<file path="src/rtl/sub4_serial.sv">
// Bit-serial subtractor d = a - b - bi, LSB first, one full-subtractor cell per clock.
// Optional SUB_OVF_EN adds a registered signed-overflow output ov.
module sub4_serial #(
  parameter int WIDTH = 4
) (
  input  logic             clk,
  input  logic             rst_n,
  input  logic             start,
  input  logic [WIDTH-1:0] a,
  input  logic [WIDTH-1:0] b,
  input  logic             bi,
  output logic [WIDTH-1:0] d,
  output logic             bo,
  output logic             busy,
  output logic             done
`ifdef SUB_OVF_EN
  ,
  output logic             ov
`endif
);

  localparam int CW = $clog2(WIDTH);

  localparam logic [1:0] ST_IDLE  = 2'd0;
  localparam logic [1:0] ST_SHIFT = 2'd1;
  localparam logic [1:0] ST_DONE  = 2'd2;

  logic [1:0]       state;
  logic [WIDTH-1:0] ra;
  logic [WIDTH-1:0] rb;
  logic [WIDTH-1:0] rd;
  logic             br;
  logic [CW-1:0]    cnt;

  logic             x;
  logic             y;
  logic             diff;
  logic             br_next;
  logic             last;
  logic [WIDTH-1:0] rd_next;

  assign x       = ra[0];
  assign y       = rb[0];
  assign diff    = x ^ y ^ br;
  assign br_next = (~x & y) | (~(x ^ y) & br);
  assign rd_next = {diff, rd[WIDTH-1:1]};
  assign last    = (cnt == CW'(WIDTH - 1));

  assign busy = (state == ST_SHIFT);
  assign done = (state == ST_DONE);

  always_ff @(posedge clk or negedge rst_n) begin
    if (!rst_n) begin
      state <= ST_IDLE;
      ra    <= '0;
      rb    <= '0;
      rd    <= '0;
      br    <= 1'b0;
      cnt   <= '0;
      d     <= '0;
      bo    <= 1'b0;
`ifdef SUB_OVF_EN
      ov    <= 1'b0;
`endif
    end else begin
      case (state)
        ST_IDLE, ST_DONE: begin
          if (start) begin
            ra    <= a;
            rb    <= b;
            br    <= bi;
            cnt   <= '0;
            state <= ST_SHIFT;
          end else begin
            state <= ST_IDLE;
          end
        end
        ST_SHIFT: begin
          ra  <= ra >> 1;
          rb  <= rb >> 1;
          rd  <= rd_next;
          br  <= br_next;
          cnt <= cnt + 1'b1;
          if (last) begin
            d     <= rd_next;
            bo    <= br_next;
`ifdef SUB_OVF_EN
            // On the final bit x/y are the captured operand MSBs and diff is d's MSB.
            ov    <= (x != y) && (diff != x);
`endif
            state <= ST_DONE;
          end
        end
        default: state <= ST_IDLE;
      endcase
    end
  end

endmodule

</file>
<file path="config.mk">
export PLATFORM = sky130hd
export DESIGN_NAME = sub4_serial
export DESIGN_NICKNAME = d
export VERILOG_FILES = /design/src/rtl/sub4_serial.sv
export SDC_FILE = /design/constraint.sdc
export NUM_CORES = 1
export LEC_CHECK = 0
export ABC_CLOCK_PERIOD_IN_PS = 2500
export CORE_ASPECT_RATIO = 1.4
export CORE_MARGIN = 2
export CORE_UTILIZATION = 37
export DETAILED_ROUTE_END_ITERATION = 10
export GPL_TIMING_DRIVEN = 0
export PLACE_DENSITY_LB_ADDON = 0.15
export SLEW_MARGIN = 10
export SYNTH_ARGS = -nofsm -noshare
export SYNTH_HDL_FRONTEND = slang
export SYNTH_SLANG_ARGS = --single-unit
export TNS_END_PERCENT = 10
</file>
<file path="constraint.sdc">
create_clock -name clk -period 2.5 [get_ports clk]
set_input_delay 0.25 -clock clk [delete_from_list [all_inputs] [get_ports clk]]
set_output_delay 0.25 -clock clk [all_outputs]
set_load 0.05 [all_outputs]
</file>
# After elaboration in Yosys (flattened, before gate mapping)
# Index checks and enable logic that the tools add are counted.
# totals
register_bits,22
in_bits,12
output_inout_bits,7
wordCells,37
# classes
add_sub_neg,1
n_eq_ne,5
muxes,11
n_bitwise,7
n_reduce_logical,5
# op_table
cell,count
4-bit one-hot mux with 2 select lines,2
4-bit two-way mux,2
2-bit one-hot mux with 2 select lines,2
2-bit == test (second input constant),2
2-bit two-way mux,2
2-bit AND reduction,2
2-bit by 1-bit adder with 2-bit output (second input constant),1
1-bit AND,2
2-bit by 1-bit == test with 1-bit output (second input constant),1
2-bit zero test,1
1-bit two-way mux,2
2-bit by 1-bit != test with 1-bit output (second input constant),1
2-bit != test (second input constant),1
1-bit NOT,2
1-bit one-hot mux with 2 select lines,1
2-bit nonzero test,1
2-bit OR reduction,1
1-bit bitwise XOR,2
1-bit bitwise OR,1

# Longest topological paths before layout
# Gate-level depths: netlist of the first run.
# depth
ltp_word,5
mapped_depth,4
depth_no_buf,4

# Worst setup path before layout of the first run
# OpenSTA, ideal clock, no wires.
# synth_path
kind,register to output
start,register state[1]
end,output done
arrival_ns,1.314
t_required_ns,2.250
setup_slack_ns,0.936
stages_incl_launch_ff,4
n_path_buf,2
cell_sequence,dfrtp_1 buf_6 buf_6 nor2b_1
# synth_between
elab_chain_cells,1
# synth_lines
element,line,source
"start, declared",28,logic [1:0] state;
"start signal, assigned",54,state <= ST_IDLE;
"start signal, assigned",73,state <= ST_SHIFT;
"start signal, assigned",75,state <= ST_IDLE;
2-bit == test,50,assign done = (state == ST_DONE);
"end, declared",15,output logic done
# No other way between the ends.

# Worst setup path in the final report of the first run
# Same ends and word-level chain as after synthesis.

==> results.cfg, run 1 <==
[outcome]
outcome = complete, no violations

[layout]
n_antenna_cell = 0
fin_util_pct = 47.2
area_delta_synth_final_pct = 24.4
final_layout_size_suffix_gt1_share_pct = 20.2
nNetsFinal = 124
multi_input_area_um2 = 484
register_area_um2 = 526
nFillCells = 278
finalNonFillerCells = 146
mostFrequentLayoutCells = dfrtp_1, clkdlybuf4s50_1, nor2b_1, mux2i_1
mostFrequentLayoutCell = dfrtp_1

[critical_path]
cp.arrival_ns = 1.86
critPathLaunch = state[1]$_DFFE_PN0P_
endpoint = done
rrSetupSlack_ns = 1.18
cp_max_fo = 10
path_class = reg2out
cp-start-kind = flip-flop
reg2reg_to = br$_DFFE_PN0P_
cp.required_ns = 2.25
r2r_cells = 3
reg2reg_from = ra[0]$_DFFE_PN0P_
endpoint_kind = output pin

[yosys]
yosysUniqueCellTypes = 22
synthArstFlopShare_pct = 100
ys_seq_elements = 21
syn_area_per_cell_um2 = 12.2
syn-cell-area_um2 = 1070
yosysTopAreaCellShare_pct = 49.1
synth_warnings = 0
synth_nets = 102
synth_edf_count = 0
synthesis.instances = 88
seq_area_frac_synth_pct = 49.1
ys.flop_type = dfrtp_1
synthTopCellsByArea = dfrtp_1, mux2i_1, mux2_4, mux2_2, a211oi_1
yosysTopAreaCell = dfrtp_1

[power_and_ir_drop]
combPwrFrac_pct = 53.9
seqPwrFrac_pct = 33.8
swShare_pct = 39.3
p_int_mw = 1.10
clkPwrFrac_pct = 12.3
power_density_nw_per_um2 = 1360
p_leak_nw = 0.582
netSwitchingPower_mw = 0.710
peakVddDrop_mv = 0.556

[floorplanning]
initial_core_util_pct = 38.0
io_pins = 19
fp.dieW_um = 49.5
dieArea_um2 = 3350
die_y_um = 67.7
fp.coreArea_um2 = 2820
row_count = 23

[clock_tree]
cts_tree = done
clkSinkCount = 21
cts_buffers = 3
post_cts_buffers = 0
clk_path_buf_depth = 2
cts_resized = 0
cts-root-buf = clkbuf_8
htree_num_levels = 1
clk_latency_ns = 0.26
ctsHoldBuffers = 0
clk_pin_slew_ns = 0.08

[detailed_routing]
wire_per_inst_um = 13.8
dr.first_iter.drc_count = 14
via_count = 740
drt-pass1-iter-count = 4
drc = 0
drt-total-wl_um = 2010
antenna_left = 0
vias_per_cell = 5.07

[global_routing]
grtUsageTotal_pct = 14.2
antenna_found_initial = 0
grt_use_met2_pct = 25.8
grt_max_degree = 22
grt_pass1_vias = 741
grt.overflow.total = 0
grtUsageMet3_pct = 1.55
grt_pass1_wl_um = 3580
use_met1_pct = 16.4
grt.busiest_layer = met2

[sta]
fmax_mhz = 474
max_slew_margin_pct = 35.1
final_max_slew_viol_count = 0
period_needed_ns = 2.11
tightestPinTransition_ns = 0.970
rsz0062_at_grt = false
period_share_pct = 84.4
timing.setup.tns_ns = 0
setup_viol = 0
hold_viol = 0
fin_worst_skew_ns = 0.00233

[placement]
gp_congestion = 0.690
place_inst = 142
io_buffers = 17
dp_hpwl_um = 1430

[worst_hold_path]
hold_path_class = in2reg
holdPathStages = 3

[flow_run]
cap_viol_max_count = 0
per-layer routing:
| metal | up-vias | wire (um) |
|---|---|---|
| li1 | 349 | - |
| met4 | 0 | 24 |
| met3 | 2 | 70 |
| met5 | - | 0 |
| met2 | 17 | 1010 |
| met1 | 372 | 901 |
worst min-delay path by stage:
stage                                   end           start  slack [ns]
after floorplan              bo$_DFFE_PN0P_           rst_n       -0.05
after global placement       bo$_DFFE_PN0P_  bo$_DFFE_PN0P_        0.47
after detailed placement     bo$_DFFE_PN0P_  bo$_DFFE_PN0P_        0.47
after CTS                 rb[3]$_DFFE_PN0P_           start        0.44
after global routing      rb[3]$_DFFE_PN0P_           start        0.49
final                     rb[3]$_DFFE_PN0P_           start        0.44
worst max-delay path, stage by stage, from the launching register on:
cell	delay (ns)
dfrtp_1	0.34
buf_6	0.14
buf_6	0.16
nor2b_1	0.15
clkdlybuf4s50_1	0.81
cell usage after synthesis, types with 2 or more instances:
library cell / n
a211oi_1: 7
a21oi_1: 7
buf_2: 4
buf_6: 2
dfrtp_1: 21
inv_1: 3
mux2_2: 5
mux2_4: 5
mux2i_1: 8
nand2_1: 2
nand3_1: 2
nor2_1: 2
nor2b_1: 8
o21ai_0: 4
power groups by stage:
| stage | clock, mW | sequential [mW] | combinational, mW |
|---|---|---|---|
| 6_report | 0.223 | 0.611 | 0.974 |
| 5_1_grt | 0.242 | 0.633 | 1.06 |
| 4_1_cts | 0.231 | 0.611 | 0.989 |
| 3_5_place_dp | 0 | 0.618 | 0.988 |
| 3_3_place_gp | 0 | 0.609 | 0.972 |
| 2_1_floorplan | 0 | 0.733 | 0.624 |
sequential cells by signal, summed over array words and instances, names as in the netlist:
register,cells
bo,1
br,1
cnt,2
d,4
ra,4
rb,4
rd,3
state,2
cells by family (layout without fill, tap and decap cells):
| kind of cell | after synthesis | after routing | synth area share, % |
|---|---|---|---|
| compound gates | 19 | 19 | 10.9 |
| mux | 18 | 18 | 19.7 |
| simple gates | 17 | 17 | 10.7 |
| fa+ha+maj | 2 | 2 | 3.04 |
| buf+inv | 10 | 31 | 5.72 |
| flops | 21 | 21 | 49.1 |
| xor+xnor | 1 | 1 | 0.818 |
area by class of cell:
type | count | area share (%)
buffer | 7 | 3.76
tap | 37 | 3.47
multi-input combinational | 57 | 36.3
sequential | 21 | 39.4
clock buffer | 4 | 3.38
timing repair buffer | 17 | 12.8
inverter | 3 | 0.845
stage by stage:
stage               hold WS, ns  total power [mW]  worst slack [ns]  instance area [um2]
floorplan               -0.0456              1.36             0.936                 1070
global placement          0.468              1.58             0.659                 1290
detailed placement        0.470              1.61             0.661                 1290
CTS                       0.442              1.83             0.371                 1330
global route              0.487              1.94             0.297                 1330
finish                    0.444              1.81             0.391                 1330
Power figures use the tool's default switching activity.
==> run 2, diff against run 1 <==
- ABC_CLOCK_PERIOD_IN_PS: 2500 -> 1800
- clock period: 2.5 -> 1.8 ns (I/O delays scaled with it)
==> run 2 against run 1 <==
Net effect:
- count of clock-buffer cells in the layout unchanged
- final area down 0.47%
- global-route usage unchanged
- register-to-register slack worse by 0.70 ns
- clock power up 39%
- first-iteration DRC count unchanged
- flip-flop and latch count unchanged
- via count down 0.27%
- highest routed layer unchanged
==> results.cfg, run 2 (synthesis results as in run 1) <==
[critical_path]
path_class = reg2out
cp_max_fo = 8
cp.required_ns = 1.62
endpoint_kind = output pin
cp-start-kind = flip-flop
cp.arrival_ns = 1.47

[layout]
mostFrequentLayoutCell = dfrtp_1
final_layout_size_suffix_gt1_share_pct = 21.1
n_antenna_cell = 0
fin_util_pct = 47.0
area_delta_synth_final_pct = 23.8
largestRegisters = d (4), ra (4), rb (4)
mostFrequentLayoutCells = dfrtp_1, clkdlybuf4s50_1, nor2b_1, mux2i_1
nNetsFinal = 124

[floorplanning]
io_pins = 19
initial_core_util_pct = 38.0
dieArea_um2 = 3350
row_count = 23
fp.coreArea_um2 = 2820
die_y_um = 67.7
fp.dieW_um = 49.5

[sta]
fin_worst_skew_ns = 0.00233
setup_viol = 0
period_needed_ns = 1.65
rsz0062_at_grt = false
timing.setup.tns_ns = 0
final_max_slew_viol_count = 0
hold_viol = 0
period_share_pct = 91.8
max_slew_margin_pct = 35.2
fmax_mhz = 605
tightestPinTransition_ns = 0.969

[detailed_routing]
drc = 0
dr.first_iter.drc_count = 14
via_count = 738
drt-pass1-iter-count = 4
drt-total-wl_um = 2010
antenna_left = 0
wire_per_inst_um = 13.8
vias_per_cell = 5.05

[clock_tree]
clk_latency_ns = 0.26
cts_tree = done
cts-root-buf = clkbuf_8
cts_buffers = 3
clk_path_buf_depth = 2
htree_num_levels = 1
clkSinkCount = 21
clk_pin_slew_ns = 0.08
ctsHoldBuffers = 0

[global_routing]
grt.overflow.total = 0
grt_max_degree = 22
antenna_found_initial = 0
grtUsageTotal_pct = 14.2
grt_pass1_wl_um = 3580
grt_pass1_vias = 741

[power_and_ir_drop]
peakVddDrop_mv = 0.766
p_leak_nw = 0.584
power_mw = 2.49
power_density_nw_per_um2 = 1880

[placement]
gp_congestion = 0.690
dp_hpwl_um = 1430
io_buffers = 17

[flow_run]
cap_viol_max_count = 0

[worst_hold_path]
hold_path_class = in2reg

[outcome]
outcome = complete, no violations
run 2: what timing repair did:
item,in CTS,in global routing
setup buffers,0,0
gates cloned,0,0
resized for setup,2,2
setup endpoints to repair,2,1
run 2: cell type report:
| cell class | count | area (um2) |
|---|---|---|
| timing repair buffer | 17 | 164 |
| sequential | 21 | 526 |
| tap | 37 | 46.3 |
| fill | 279 | 1490 |
| multi-input combinational | 57 | 484 |
| buffer | 7 | 50.0 |
| inverter | 3 | 11.3 |
| clock buffer | 4 | 45.0 |
run 2: report_power, final:
group,switching (mW),internal [mW],leakage [nW]
combinational,0.687,0.650,0.307
clock,0.152,0.157,0.0228
sequential,0.145,0.703,0.254
run 2: worst max-delay path, cell delays in order (launching register included):
cell           delay, ns
dfrtp_1             0.32
buf_4               0.15
nor2b_4             0.19
dlygate4sd2_1       0.55
run 2: final timing paths:
| check | slack, ns | startpoint | end | cells past startpoint |
|---|---|---|---|---|
| worst max-delay path | 0.15 | state[0]$_DFFE_PN0P_ | busy | 3 |
| worst min-delay path | 0.37 | start | rb[3]$_DFFE_PN0P_ | 3 |
| worst max register to register | 0.48 | ra[0]$_DFFE_PN0P_ | br$_DFFE_PN0P_ | 3 |
| worst min register to register | 0.48 | bo$_DFFE_PN0P_ | bo$_DFFE_PN0P_ | 2 |
| max in group asynchronous | 0.75 | rst_n | rd[3]$_DFFE_PN0P_ | 1 |
| min in group asynchronous | 0.45 | rst_n | state[0]$_DFFE_PN0P_ | 1 |
run 2: layer usage:
layer	wire (um)	global-route usage [%]
met5	0	0
met2	1010	25.8
met4	24	7.29
met1	903	16.4
met3	67	1.55
run 2: per-stage QoR:
stage	std cells	instance area, um2	hold slack [ns]	setup slack [ns]
3_3_place_gp	142	1290	0.468	0.0293
6_report	146	1330	0.374	0.147
5_1_grt	146	1330	0.417	0.0734
3_5_place_dp	142	1290	0.470	0.0308
4_1_cts	146	1330	0.372	0.0229
2_1_floorplan	88	1070	-0.116	0.306
